$ cat src/rtl/array_sort_check_param.sv
// Scans a contiguous array in an external register file and reports whether it is
// ordered (ascending/descending, strict/non-strict), plus the first inversion index.
module array_sort_check_param #(
    parameter int WIDTH  = 32,
    parameter int ADDR_W = 5,
    parameter bit SIGNED = 1'b0
) (
    input  logic              clock,
    input  logic              reset,
    input  logic              go,
    input  logic [ADDR_W-1:0] base,
    input  logic [ADDR_W-1:0] length,
    input  logic              descending,
    input  logic              strict,
    output logic [ADDR_W-1:0] rd_addr,
    input  logic [WIDTH-1:0]  rd_data,
    output logic              busy,
    output logic              done,
    output logic              sorted,
    output logic [ADDR_W-1:0] inv_index
);

    typedef enum logic [1:0] {
        S_IDLE,
        S_LOAD,
        S_SCAN,
        S_DONE
    } state_t;

    state_t             state_q, state_d;
    logic [ADDR_W-1:0]  base_q, base_d;
    logic [ADDR_W-1:0]  len_q, len_d;
    logic               desc_q, desc_d;
    logic               strict_q, strict_d;
    logic [ADDR_W-1:0]  idx_q, idx_d;
    logic [WIDTH-1:0]   prev_q, prev_d;
    logic               done_q, done_d;
    logic               sorted_q, sorted_d;
    logic [ADDR_W-1:0]  inv_q, inv_d;

    logic cur_lt;
    logic cur_eq;
    logic inversion;
    logic last_pair;

    // Order test of the element being read (cur) against the previous one.
    always_comb begin
        if (SIGNED) begin
            cur_lt = $signed(rd_data) < $signed(prev_q);
        end else begin
            cur_lt = rd_data < prev_q;
        end
        cur_eq = (rd_data == prev_q);
        if (desc_q) begin
            inversion = strict_q ? !cur_lt : (!cur_lt && !cur_eq);
        end else begin
            inversion = strict_q ? (cur_lt || cur_eq) : cur_lt;
        end
        last_pair = (idx_q == len_q - ADDR_W'(1));
    end

    // NOTE: every combinational output gets a default first so no path infers a latch.
    always_comb begin
        state_d  = state_q;
        base_d   = base_q;
        len_d    = len_q;
        desc_d   = desc_q;
        strict_d = strict_q;
        idx_d    = idx_q;
        prev_d   = prev_q;
        done_d   = done_q;
        sorted_d = sorted_q;
        inv_d    = inv_q;
        rd_addr  = '0;

        case (state_q)
            S_IDLE: begin
                if (go) begin
                    base_d   = base;
                    len_d    = length;
                    desc_d   = descending;
                    strict_d = strict;
                    idx_d    = '0;
                    done_d   = 1'b0;
                    sorted_d = 1'b0;
                    inv_d    = '0;
                    if (length <= ADDR_W'(1)) begin
                        done_d   = 1'b1;
                        sorted_d = 1'b1;
                        state_d  = S_DONE;
                    end else begin
                        state_d  = S_LOAD;
                    end
                end
            end
            S_LOAD: begin
                rd_addr = base_q;
                prev_d  = rd_data;
                idx_d   = ADDR_W'(1);
                state_d = S_SCAN;
            end
            S_SCAN: begin
                // Address wraps modulo 2^ADDR_W by construction of the adder width.
                rd_addr = base_q + idx_q;
                if (inversion) begin
                    sorted_d = 1'b0;
                    inv_d    = idx_q - ADDR_W'(1);
                    done_d   = 1'b1;
                    state_d  = S_DONE;
                end else begin
                    prev_d = rd_data;
                    if (last_pair) begin
                        sorted_d = 1'b1;
                        done_d   = 1'b1;
                        state_d  = S_DONE;
                    end else begin
                        idx_d = idx_q + ADDR_W'(1);
                    end
                end
            end
            S_DONE: begin
                // A held go must drop before another scan can be accepted.
                if (!go) begin
                    state_d = S_IDLE;
                end
            end
            default: state_d = S_IDLE;
        endcase
    end

    // NOTE: state registers use non-blocking assignments only, with a synchronous
    // active-low reset that clears every register, including the prev data holder.
    always_ff @(posedge clock) begin
        if (!reset) begin
            state_q  <= S_IDLE;
            base_q   <= '0;
            len_q    <= '0;
            desc_q   <= 1'b0;
            strict_q <= 1'b0;
            idx_q    <= '0;
            prev_q   <= '0;
            done_q   <= 1'b0;
            sorted_q <= 1'b0;
            inv_q    <= '0;
        end else begin
            state_q  <= state_d;
            base_q   <= base_d;
            len_q    <= len_d;
            desc_q   <= desc_d;
            strict_q <= strict_d;
            idx_q    <= idx_d;
            prev_q   <= prev_d;
            done_q   <= done_d;
            sorted_q <= sorted_d;
            inv_q    <= inv_d;
        end
    end

    assign busy      = (state_q == S_LOAD) || (state_q == S_SCAN);
    assign done      = done_q;
    assign sorted    = sorted_q;
    assign inv_index = inv_q;

endmodule

$ cat config.mk
export PLATFORM = sky130hd
export DESIGN_NAME = array_sort_check_param
export DESIGN_NICKNAME = d
export VERILOG_FILES = /design/src/rtl/array_sort_check_param.sv
export SDC_FILE = /design/constraint.sdc
export NUM_CORES = 1
export LEC_CHECK = 0
export ABC_CLOCK_PERIOD_IN_PS = 5800
export CAP_MARGIN = 20
export CORE_UTILIZATION = 28
export DETAILED_ROUTE_END_ITERATION = 8
export GPL_ROUTABILITY_DRIVEN = 0
export GPL_TIMING_DRIVEN = 0
export MAX_ROUTING_LAYER = met4
export SKIP_LAST_GASP = 1
export SYNTH_ARGS = -nofsm -noshare
export SYNTH_HDL_FRONTEND = slang
export SYNTH_SLANG_ARGS = --single-unit
export TNS_END_PERCENT = 5
$ cat constraint.sdc
create_clock -name clock -period 5.8 [get_ports clock]
set_input_delay 0.58 -clock clock [delete_from_list [all_inputs] [get_ports clock]]
set_output_delay 0.58 -clock clock [all_outputs]
set_load 0.01 [all_outputs]
# Word-level counts from Yosys, hierarchy flattened
# Index checks and enable logic that the tools add are counted.
# W data, S select, Z words.
# op_classes
add_sub_neg	4
order_cmp	2
n_eq_ne	11
mux	25
n_reduce_logical	15
# ops
cell	n
$pmux W32 S2	1
$eq A32 B32 Y1	1
$lt A32 B32 Y1	1
$mux W32	1
$mux W5	4
$pmux W5 S2	2
$pmux W5 S3	1
$mux W2	5
$ne A2 B2 Y1 const B	5
$sub A5 B1 Y5 const B	2
$reduce_and A3 Y1	3
$mux W1	8
$pmux W2 S4	1
$add A5 B1 Y5 const B	1
$add A5 B5 Y5	1
$eq A5 B5 Y1	1
$le A5 B1 Y1 const B	1
$eq A2 B2 Y1 const B	2
$pmux W1 S2	2
$reduce_and A2 Y1	2
$reduce_and A4 Y1	1
$reduce_bool A2 Y1	2
$ne A3 B3 Y1 const B	1
$reduce_bool A3 Y1	1
other kinds (5)	7
# totals
ff_bits	58
input_bits	47
out_inout_bits	13
wordCells	67

# Logic depth before layout (Yosys ltp)
# depth
ltp_word	7
depth_mapped	10
ltp_nobuf	9

# Worst setup path before layout
# Ideal clock, no wire load.
# synth_timing
path_kind	input port to flip-flop
start	in rd_data[18]
end	reg inv_q[2], in the netlist inv_index[2]
setup_time_ns	0.072
t_arrival_ns	2.784
setup_slack_ns	2.944
path_stages	9
cell_sequence	ha_1 and3_4 a221o_1 a221oi_2 a21oi_1 a2111oi_4 o31a_1 buf_4 mux2i_1
# synth_between
elab_chain_len	7
# synth_lines
element	line	rtl
start, declared	16	input logic [WIDTH-1:0] rd_data,
$lt A32 B32 Y1 or $eq A32 B32 Y1 (tied branches)	51, 53	
$logic_not A1 Y1	55	inversion = strict_q ? !cur_lt : (!cur_lt && !cur_eq);
$logic_and A1 B1 Y1	55	
$mux W1	55	
$mux W1 (*)	54	if (desc_q) begin
$ne A2 B2 Y1 (no line) (*)	--	
$reduce_and A3 Y1 (no line) (*)	--	
end signal, assigned	155	inv_q <= inv_d;
end, declared	39	logic [ADDR_W-1:0] inv_q, inv_d;
# Every way passes the cells marked *; elsewhere a longest branch is shown, timed or not.
# A chain may end at the register's enable or synchronous reset.

# Worst setup path after layout
# layout_timing
start	in rd_data[18]
end	reg inv_q[0], in the netlist inv_index[0]
# Same word-level chain as after synthesis.

==> out/results.ini <==
[status]
status=finished, final reports clean

[min_path]
hp-start=inv_index[4]
worstHoldPathCells=2
min_to=inv_index[4]
hp-class=reg2reg

[logic_synthesis]
synthArstFlopShare_pct=0
netlist.area_leader.share_pct=30.2
synthDistinctLibCells=56
synth-main-ff-cell=dfxtp_1
ys_seq_area_share_pct=30.2
synth_fp_nets=560
synth_edf_count=0
ys_warn_count=0
yosys-top-cells-area=dfxtp_1 (30%), ha_1 (14%), nand2_1 (10%)
synth.most_common_cell=nand2_1
synthTopCellsByCount=nand2_1 (107), dfxtp_1 (58), inv_1 (45), ha_1 (44), mux2i_1 (39)
ys_seq_elements=58
synthCells=468
synth_area_mm2=0.00384
yosys.area.top_type=dfxtp_1
postSynthAreaPerCell_um2=8.20

[cts]
post_cts_resized=0
htreeDepth=3
clk_pin_slew_ns=0.05
clk_latency_ns=0.33
cts.sinks=58
holdBufCountCts=0
clk_path_buf_depth=2
postCtsSetupBuffers=0
cts_tree=yes
cts_buffers=9
cts-root-buf=clkbuf_16

[floorplan]
initial_core_util_pct=28.9
die_y_um=119
rows=42
dieWidth_um=119
fp.coreArea_mm2=0.0133
die_area_mm2=0.0142
io_pins=60

[power_and_ir_drop]
p_leak_nw=1.96
p_per_area_mw_per_mm2=428
peakVddDrop_uv=151

[timing]
max_freq_mhz=291
final.setup.tns_ns=0
hold_viol=0
slew_headroom_pct=47.4
skew_ns=0.00613
rsz0062_at_grt=false
fin_crit_ns=3.44
setup-violations-final=0
whs_ns=0.455
min_period_over_period_pct=59.3
drv_slew=0
worstMarginPinSlew_ns=0.782

[drt]
avgRoutedWirePerCell_um=13.6
initialDrtViolationCount=253
wirelength_mm=9.77
drtAntennaViolNets=0
vias_per_cell=4.88
route.detailed.drc=0
via_count=3512
firstDrtPassIters=4

[global_routing]
overflow=0
grt_start_max_net_pins=11
use_met3_pct=3.30
grt_use_met2_pct=24.9
busiest_layer=met2
use_met1_pct=17.4
grt_pass1_wl_mm=16.5
grt_usage_pct=14.8
antenna_found_initial=0
grt_pass1_vias=3515

[place]
port_buffers=59
hpwl_mm=7.54

[cells_and_area]
ff_latch_area_mm2=0.00116
synthToLayoutAreaGrowth_pct=29.9
drive_gt1_share_pct=6.08
final_util_pct=37.5
multiInputGateArea_mm2=0.00241
fillers=1341
diodes=0
nNetsFinal=630

[critical_path]
critPathMaxFanout=9
worstSetupEndpointType=flip-flop
crit_required_ns=6.05
r2r_slack_ns=2.72
reg2reg_depth=10
worstPathArrival_ns=3.69
reg2reg_from=prev_q[18]
r2r_end=inv_index[0]
startpoint_type=input pin
crit_type=in2reg

[flow_run]
maxCapViolations=0

==> logic make-up (layout without fill, tap and decap cells) <==
group | after synthesis | in the layout | synth area share (%)
flip-flops | 58 | 58 | 30.2
multiplexers | 39 | 39 | 10.2
XOR/XNOR | 11 | 11 | 2.51
buffers and inverters | 65 | 140 | 7.07
AND/OR/NAND/NOR | 175 | 175 | 20.9
adder cells (fa/ha/maj) | 45 | 45 | 14.9
AO/OA/AOI/OAI | 75 | 75 | 14.3
==> per-stage QoR <==
stage / std cells / area (um2) / power [mW] / setup WS [ns]
final: 719 / 4990 / 2.13 / 2.36
after global routing: 719 / 4990 / 2.29 / 2.19
after CTS: 719 / 4990 / 2.15 / 2.38
after detailed placement: 703 / 4650 / 1.54 / 2.05
after global placement: 703 / 4650 / 1.50 / 2.08
after floorplan: 468 / 3840 / 1.29 / 2.94
==> placed cells by master, fill, tap and decap left out, drive strengths merged, types with 4 or more instances in the layout <==
cell type,Yosys,layout
nor2,16,16
nand4,9,9
a21oi,30,30
inv,45,45
nand3,11,11
o21ai,8,8
nand2,108,108
nand3b,4,4
ha,44,44
clkdlybuf4s50,0,59
o31ai,4,4
buf,5,5
xor2,5,5
a22oi,4,4
a221oi,4,4
a21o,4,4
mux2i,39,39
clkbuf,14,26
xnor2,6,6
dfxtp,58,58
nor4,6,6
nor3,7,7
==> power breakdown <==
group	switching, mW	internal [mW]	leakage (nW)
Clock	0.190	0.410	0.165
Combinational	0.512	0.421	1.32
Sequential	0.0779	0.523	0.475
==> layer usage <==
metal  part of all wire (%)  vias to the layer above
li1                       -                     1757
met1                     45                     1645
met2                     47                       88
met3                    5.0                       22
met4                    2.3                        0
met5                      0                        -
==> critical path: stages <==
cell             delay (ns)
clkdlybuf4s50_1        0.43
ha_1                   0.34
and3_4                 0.19
a221o_1                0.37
a221oi_2               0.31
a21oi_1                0.21
a2111oi_4              0.67
o31a_1                 0.24
buf_4                  0.17
mux2i_1                0.18
==> area by class of cell <==
| class | count | area share [%] |
|---|---|---|
| plain buffers | 19 | 1.98 |
| clock buffers | 12 | 5.34 |
| clock inverters | 4 | 1.45 |
| inverters | 46 | 3.46 |
| multi-input cells | 345 | 48.2 |
| flip-flops and latches | 58 | 23.3 |
| well taps | 176 | 4.41 |
| repair buffers | 59 | 11.8 |
==> state kept, by name (all words and copies together) (netlist names) <==
signal     flops
prev_q        32
base_q         5
idx_q          5
inv_index      5
len_q          5
state_q        2
desc_q         1
done           1
sorted         1
strict_q       1
==> worst max path at each step <==
stage          depth (start not counted)        start  slack (ns)           end
2_1_floorplan                          9  rd_data[18]        2.94  inv_index[2]
3_3_place_gp                          10  rd_data[18]        2.08  inv_index[1]
3_5_place_dp                          10  rd_data[18]        2.05  inv_index[3]
4_1_cts                               10  rd_data[18]        2.38  inv_index[1]
5_1_grt                               10  rd_data[18]        2.19  inv_index[1]
6_report                              10  rd_data[18]        2.36  inv_index[0]
(Power assumes the default switching activity.)
